`config.mk`:
```
export PLATFORM = sky130hd
export DESIGN_NAME = logic_unit_pipe_flat
export DESIGN_NICKNAME = d
export VERILOG_FILES = /design/src/rtl/logic_unit_pipe_if.sv /design/src/rtl/logic_unit_pipe.sv /design/src/flat_wrapper.sv
export SDC_FILE = /design/constraint.sdc
export NUM_CORES = 1
export LEC_CHECK = 0
export CAP_MARGIN = 10
export CORE_MARGIN = 4
export CORE_UTILIZATION = 55
export DETAILED_ROUTE_END_ITERATION = 10
export PLACE_DENSITY = 0.82
export SYNTH_ARGS = -nofsm -noshare
export SYNTH_HDL_FRONTEND = slang
export SYNTH_SLANG_ARGS = --single-unit
```
`constraint.sdc`:
```
create_clock -name clk -period 6.7 [get_ports clk]
set_clock_uncertainty 0.15 [all_clocks]
set_input_delay 2.01 -clock clk [delete_from_list [all_inputs] [get_ports clk]]
set_output_delay 2.01 -clock clk [all_outputs]
set_load 0.1 [all_outputs]
```
`src/rtl/logic_unit_pipe_if.sv`:
```
// logic_unit_pipe_if: streaming bus for logic_unit_pipe.
// Carries the valid/ready operand stream into the block and the flagged result stream out.
//   master : producer/consumer side (drives in_*, out_ready)
//   slave  : logic_unit_pipe side (drives in_ready, out_*)
// Parameter WIDTH sets the operand/result width.
interface logic_unit_pipe_if #(
    parameter int unsigned WIDTH = 8
);
    logic             in_valid;
    logic             in_ready;
    logic [WIDTH-1:0] in_a;
    logic [WIDTH-1:0] in_b;
    logic [2:0]       in_op;
    logic             in_chain;
    logic             out_valid;
    logic             out_ready;
    logic [WIDTH-1:0] out_result;
    logic             out_zero;
    logic             out_parity;

    modport master (
        output in_valid, in_a, in_b, in_op, in_chain, out_ready,
        input  in_ready, out_valid, out_result, out_zero, out_parity
    );

    modport slave (
        input  in_valid, in_a, in_b, in_op, in_chain, out_ready,
        output in_ready, out_valid, out_result, out_zero, out_parity
    );
endinterface

```
`src/rtl/logic_unit_pipe.sv`:
```
// logic_unit_pipe: two-stage pipelined bitwise logic unit with zero/parity flags.
// Stage 1 registers the operands, stage 2 computes and registers the result, so a beat
// accepted at edge N is presented after edge N+1. Full valid/ready backpressure,
// one beat per cycle sustained.
// Ports:
//   clk  - rising-edge clock
//   rst  - synchronous active-high reset, discards all in-flight beats
//   bus  - logic_unit_pipe_if.slave: in_valid/in_ready/in_a/in_b/in_op/in_chain,
//          out_valid/out_ready/out_result/out_zero/out_parity
// Opcodes: 0 AND, 1 OR, 2 NAND, 3 NOR, 4 XOR, 5 XNOR, 6 NOT A, 7 NOT B.
// Optional macro LGU_CHAIN_EN: a beat with in_chain=1 takes the previous beat's result
// (last_res register) as operand A. Without it in_chain is ignored.
module logic_unit_pipe #(
    parameter int unsigned WIDTH = 8
) (
    input logic             clk,
    input logic             rst,
    logic_unit_pipe_if.slave bus
);

    logic             r_s1_valid;
    logic [WIDTH-1:0] r_s1_a;
    logic [WIDTH-1:0] r_s1_b;
    logic [2:0]       r_s1_op;
`ifdef LGU_CHAIN_EN
    logic             r_s1_chain;
    logic [WIDTH-1:0] r_last_res;
`endif

    logic             r_out_valid;
    logic [WIDTH-1:0] r_out_result;
    logic             r_out_zero;
    logic             r_out_parity;

    logic             w_s2_adv;
    logic             w_in_ready;
    logic             w_in_xfer;
    logic [WIDTH-1:0] w_op_a;
    logic [WIDTH-1:0] w_result;

    // S2 can take a new beat when it is empty or its beat leaves this cycle.
    assign w_s2_adv   = !r_out_valid || bus.out_ready;
    assign w_in_ready = !r_s1_valid || w_s2_adv;
    assign w_in_xfer  = bus.in_valid && w_in_ready;

    assign bus.in_ready   = w_in_ready;
    assign bus.out_valid  = r_out_valid;
    assign bus.out_result = r_out_result;
    assign bus.out_zero   = r_out_zero;
    assign bus.out_parity = r_out_parity;

`ifdef LGU_CHAIN_EN
    // last_res always holds the result of the beat ahead of S1, even while it waits in S2.
    assign w_op_a = r_s1_chain ? r_last_res : r_s1_a;
`else
    assign w_op_a = r_s1_a;
`endif

    always_comb begin
        w_result = '0;
        unique case (r_s1_op)
            3'd0: w_result = w_op_a & r_s1_b;
            3'd1: w_result = w_op_a | r_s1_b;
            3'd2: w_result = ~(w_op_a & r_s1_b);
            3'd3: w_result = ~(w_op_a | r_s1_b);
            3'd4: w_result = w_op_a ^ r_s1_b;
            3'd5: w_result = ~(w_op_a ^ r_s1_b);
            3'd6: w_result = ~w_op_a;
            3'd7: w_result = ~r_s1_b;
        endcase
    end

    // Stage 1: operand registers.
    always_ff @(posedge clk) begin
        if (rst) begin
            r_s1_valid <= 1'b0;
            r_s1_a     <= '0;
            r_s1_b     <= '0;
            r_s1_op    <= '0;
`ifdef LGU_CHAIN_EN
            r_s1_chain <= 1'b0;
`endif
        end else if (w_in_xfer) begin
            r_s1_valid <= 1'b1;
            r_s1_a     <= bus.in_a;
            r_s1_b     <= bus.in_b;
            r_s1_op    <= bus.in_op;
`ifdef LGU_CHAIN_EN
            r_s1_chain <= bus.in_chain;
`endif
        end else if (w_s2_adv) begin
            r_s1_valid <= 1'b0;
        end
    end

    // Stage 2: result and flags. Data holds when the stage drains to empty.
    always_ff @(posedge clk) begin
        if (rst) begin
            r_out_valid  <= 1'b0;
            r_out_result <= '0;
            r_out_zero   <= 1'b0;
            r_out_parity <= 1'b0;
`ifdef LGU_CHAIN_EN
            r_last_res   <= '0;
`endif
        end else if (w_s2_adv) begin
            r_out_valid <= r_s1_valid;
            if (r_s1_valid) begin
                r_out_result <= w_result;
                r_out_zero   <= ~|w_result;
                r_out_parity <= ^w_result;
`ifdef LGU_CHAIN_EN
                r_last_res   <= w_result;
`endif
            end
        end
    end

endmodule

```
`src/flat_wrapper.sv`:
```
// flat-port wrapper written by rule: the top's interface ports become plain ports
module logic_unit_pipe_flat 
#(
    parameter int unsigned WIDTH = 8
)
  (clk, rst, bus_in_valid, bus_in_a, bus_in_b, bus_in_op, bus_in_chain, bus_out_ready, bus_in_ready, bus_out_valid, bus_out_result, bus_out_zero, bus_out_parity);
  logic_unit_pipe_if #(.WIDTH(WIDTH)) bus_i ();
  input logic clk;
  input logic rst;
  input wire logic [$bits(bus_i.in_valid)-1:0] bus_in_valid;
  input wire logic [$bits(bus_i.in_a)-1:0] bus_in_a;
  input wire logic [$bits(bus_i.in_b)-1:0] bus_in_b;
  input wire logic [$bits(bus_i.in_op)-1:0] bus_in_op;
  input wire logic [$bits(bus_i.in_chain)-1:0] bus_in_chain;
  input wire logic [$bits(bus_i.out_ready)-1:0] bus_out_ready;
  output wire logic [$bits(bus_i.in_ready)-1:0] bus_in_ready;
  output wire logic [$bits(bus_i.out_valid)-1:0] bus_out_valid;
  output wire logic [$bits(bus_i.out_result)-1:0] bus_out_result;
  output wire logic [$bits(bus_i.out_zero)-1:0] bus_out_zero;
  output wire logic [$bits(bus_i.out_parity)-1:0] bus_out_parity;
  assign bus_i.in_valid = bus_in_valid;
  assign bus_i.in_a = bus_in_a;
  assign bus_i.in_b = bus_in_b;
  assign bus_i.in_op = bus_in_op;
  assign bus_i.in_chain = bus_in_chain;
  assign bus_i.out_ready = bus_out_ready;
  assign bus_in_ready = bus_i.in_ready;
  assign bus_out_valid = bus_i.out_valid;
  assign bus_out_result = bus_i.out_result;
  assign bus_out_zero = bus_i.out_zero;
  assign bus_out_parity = bus_i.out_parity;
  logic_unit_pipe #(.WIDTH(WIDTH)) u_core (.clk(clk), .rst(rst), .bus(bus_i));
endmodule
```
Word-level counts from Yosys, hierarchy flattened
Index checks and enable logic that the tools add are counted.
{"block": "totals", "inputBits": 24, "register_bits": 31, "out_inout_bits": 12, "word_cells": 37}
{"block": "op_classes", "reduce_logical": 11, "n_mux": 3, "bitwise_logic": 8, "eq_ne": 7}
{"operator": "case mux 8 bit (8 select lines)", "count": 1}
{"operator": "NOT 8 bit", "count": 5}
{"operator": "equality test 3 bit, second input constant", "count": 4}
{"operator": "AND 8 bit", "count": 1}
{"operator": "OR 8 bit", "count": 1}
{"operator": "OR reduction 8 bit", "count": 1}
{"operator": "XOR reduction 8 bit", "count": 1}
{"operator": "bitwise XOR 8 bit", "count": 1}
{"operator": "equality test 3 x 2 -> 1 bit, second input constant", "count": 2}
{"operator": "equality test 3 x 1 -> 1 bit, second input constant", "count": 1}
{"operator": "zero test 1 bit", "count": 3}
{"operator": "zero test 3 bit", "count": 1}
{"operator": "logical OR 1 bit", "count": 2}
{"operator": "2-to-1 mux 1 bit", "count": 2}
{"operator": "AND reduction 2 bit", "count": 1}
{"operator": "nonzero test 2 bit", "count": 1}
{"operator": "logical AND 1 bit", "count": 1}

Longest topological paths before layout
{"block": "logic_depth", "word_depth": 5, "ltp_mapped": 11, "depth_no_buf": 10}

Least setup slack after synthesis
No wires, ideal clock.
{"block": "synth_path", "path_kind": "input-to-output", "startpoint": "input bus_out_ready", "endpoint": "output bus_in_ready", "required_time_ns": 4.540, "cell_stages": 1, "setup_slack_ns": 1.690, "arrival_time_ns": 2.850, "path_buffers": 0, "cell_sequence": "nand3b_1"}
{"block": "synth_between", "elab_chain_cells": 2}
{"element": "start, declared", "line_no": "flat_wrapper.sv:15", "rtl": "input wire logic [$bits(bus_i.out_ready)-1:0] bus_out_ready;"}
{"element": "logical OR 1 bit", "line_no": "logic_unit_pipe.sv:42", "rtl": "assign w_s2_adv = !r_out_valid || bus.out_ready;"}
{"element": "logical OR 1 bit", "line_no": "logic_unit_pipe.sv:43", "rtl": "assign w_in_ready = !r_s1_valid || w_s2_adv;"}
{"element": "end, declared", "line_no": "flat_wrapper.sv:16", "rtl": "output wire logic [$bits(bus_i.in_ready)-1:0] bus_in_ready;"}
No other way between the ends.

Worst setup path in the final report
Ends and elaborated chain as after synthesis.

==> impl_metrics.csv <==
group,metric,value,unit
status,status,"complete, no violations",
cts,tritoncts,"built",
cts,cts_repair_resize_count,0,
cts,clock_sink_count,31,
power,max_rail_drop_vdd,0.140,mV
die,floorplan.die.height,71.8,um
power,internal_pwr_total,411,uW
detailed_routing,count_of_tritonroute_iterations_in_the_first_routing_pass,4,
synthesis,seq_area_frac_synth,27.7,%
die,std_cell_rows,22,
power,powerDensity,221,mW/mm^2
cells_and_area,sequential_cell_area,621,sq um
timing,final_clock_period_utilization_by_the_worst_path,76.5,%
placed_design,gp_congestion,0.763,
cells_and_area,n_fill_cell,322,
cts,clk_latency,0.29,ns
global_routing,pin_count_of_the_biggest_net_entering_global_routing,55,
cells_and_area,final_nets,343,
cts,cts_setup_buffers,0,
global_routing,number_of_global_route_vias_before_repair,1825,
global_routing,grtUsageTotal,20.2,%
setup_path,path_max_fanout,3,
timing,finalWorstPathRequiredPeriod,5.12,ns
power,power.share.sequential,35.6,%
placed_design,place_worst_setup_slack,1.58,ns
global_routing,grt_first_pass_wirelength,8290,um
cts,clock_tree.root_cell,"clkbuf_8",
power,p_sw,177,uW
cts,cts_htree_levels,2,
setup_path,start_kind,"primary input",
power,power.combinational.fraction,27.0,%
timing,rsz_0062_raised_after_global_routing,"false",
cts,clk_pin_slew,0.06,ns
cells_and_area,antenna_cell_count,0,
synthesis,mean_instance_size_in_the_synthesized_netlist,8.08,sq um
cells_and_area,multi_input_comb_area,0.00143,sq mm
synthesis,synthesis.area,0.00224,sq mm
global_routing,antenna_violations_before_repair,0,
synthesis,syn-num-nets,321,
timing,timing_max_transition_violations_final,0,
detailed_routing,route.detailed.vias_per_inst,5.82,
cts,cts_buffer_depth,2,
die,dieWidth,71.8,um
placed_design,port_buffers,34,
die,initial_core_utilization,58.9,%
timing,finalHoldViolations,0,
setup_path,arrival,2.96,ns
cts,cts-buffers-inserted,5,
detailed_routing,drt_drc_violations_left,0,
cells_and_area,share_of_final_layout_standard_cells_stronger_than_drive_strength_1,6.33,%
detailed_routing,drt_iter0_markers,141,
timing,fin_hold_ws,0.311,ns
power,p_total,588,uW
timing,achievable-frequency,0.195,GHz
cts,hold_fix_buffers_at_cts,0,
synthesis,synthCells,277,
die,io_pins,36,
power,netSwitchingFraction,30.2,%
setup_path,cp-end-kind,"output pin",
synthesis,synth_top_flop_cell,"dfxtp_1",
synthesis,ys_warn_count,0,
die,core-area,0.00380,sq mm
placed_design,dp_hpwl,3520,um
synthesis,synth_cell_types,50,
synthesis,post_synth_edffs,0,
run,maxCapViolations,0,
timing,max_slew_margin,24.8,%
global_routing,grt.overflow.total,0,
detailed_routing,antenna_left,0,
timing,finalSetupTns,0,ns
power,leakage,1.02,nW
power,clkPwrFrac,37.4,%
detailed_routing,detail_route.wirelength,5100,um
die,area_enclosed_by_the_die_boundary,0.00515,sq mm
synthesis,async_flop_share,0,%
hold_path,hold_path_class,"reg -> reg",
cells_and_area,area_delta_synth_final,18.9,%
setup_path,worst-endpoint-required,4.54,ns
timing,setup_viol,0,
timing,timing.final.ws_setup,1.58,ns
detailed_routing,drt-wirelength-per-cell,14.6,um
detailed_routing,num_vias,2024,
setup_path,worst-setup-path-type,"in -> out",
timing,tightest_slew,1.12,ns
synthesis,synth_seq_cells,31,
worst max-delay path: stages:
cell and delay, ns:
clkdlybuf4s50_1 0.47, nand3b_1 0.17, buf_4 0.31
metal layers:
metal | up-vias | GRT usage, % | share of wire (%)
met2 | 57 | 33.3 | 47
met1 | 941 | 26.0 | 47
met5 | - | 0 | 0
met4 | 0 | 5.64 | 1.0
li1 | 1020 | - | -
met3 | 6 | 5.05 | 5.7
power by group through the flow:
stage	Combinational [mW]	Clock [mW]	Sequential [mW]
CTS	0.159	0.221	0.209
floorplan	0.0966	0	0.236
finish	0.159	0.220	0.209
detailed placement	0.157	0	0.213
global route	0.173	0.231	0.211
global placement	0.152	0	0.213
kinds of logic after synthesis:
kind of cell,Yosys count,synth area share [%]
DFF,31,27.7
buffers and inverters,40,8.50
xor gates and xnor gates,3,1.17
AOI/OAI and AO/OA,71,22.9
muxes,9,4.36
adders and majority gates,20,11.2
and+or+nand+nor,103,24.1
cell usage in the layout (no fill, tap or decap), types with 4 or more instances in the layout:
cell             synthesis  layout
nand2_1                 45      45
clkdlybuf4s50_1          0      33
dfxtp_1                 31      31
a21oi_1                 27      27
ha_1                    20      20
inv_1                   19      19
nand2b_1                17      17
a21o_1                   8       8
a32o_1                   7       7
mux2i_1                  6       6
nand3_1                  6       6
o31ai_1                  5       5
nor2_1                   5       5
nor3_1                   5       5
clkbuf_8                 0       5
nor2b_1                  4       4
nand4_1                  4       4
a32oi_1                  4       4
cell type report:
type,instances,share of cell area [%]
clock buffers,6,2.73
clock inverters,2,2.26
inverters,20,2.82
multi-input cells,206,53.6
flip-flops and latches,31,23.3
well taps,48,2.26
repair buffers,35,13.0
Yosys cell counts, types with 5 or more instances:
master    number  share of area, %
nand3_1        6               1.3
a21oi_1       27               6.0
o31ai_1        5               1.7
dfxtp_1       31                28
a21o_1         8               2.7
nor3_1         5               1.1
buf_2         10               2.2
ha_1          20                11
a32o_1         7               3.1
nand2_1       45               7.5
nor2_1         5              0.84
mux2i_1        6               2.7
inv_1         19               3.2
nand2b_1      17               4.8
path summary, 6_finish.rpt:
path,startpoint,to,slack (ns),cells past startpoint
worst min register to register,u_core.bus.out_zero,u_core.bus.out_zero,0.31,2
worst max register to register,u_core.r_s1_op[0],u_core.bus.out_parity,3.66,8
worst max-delay path,bus_out_ready,bus_in_ready,1.58,3
worst min-delay path,u_core.bus.out_zero,u_core.bus.out_zero,0.31,2
state kept, by name, summed over array words and instances, names as in the netlist:
name / count
u_core.bus.out_valid: 1
u_core.bus.out_result: 8
u_core.r_s1_b: 8
u_core.r_s1_op: 3
u_core.bus.out_parity: 1
u_core.r_s1_valid: 1
u_core.r_s1_a: 8
u_core.bus.out_zero: 1
per-stage QoR:
step	util [%]	instances	area [sq um]
2_1_floorplan	-	277	2240
3_3_place_gp	66.6	340	2530
3_5_place_dp	66.6	340	2530
4_1_cts	70.1	348	2660
5_1_grt	70.1	348	2660
6_report	70.1	348	2660
Power figures use the tool's default switching activity.
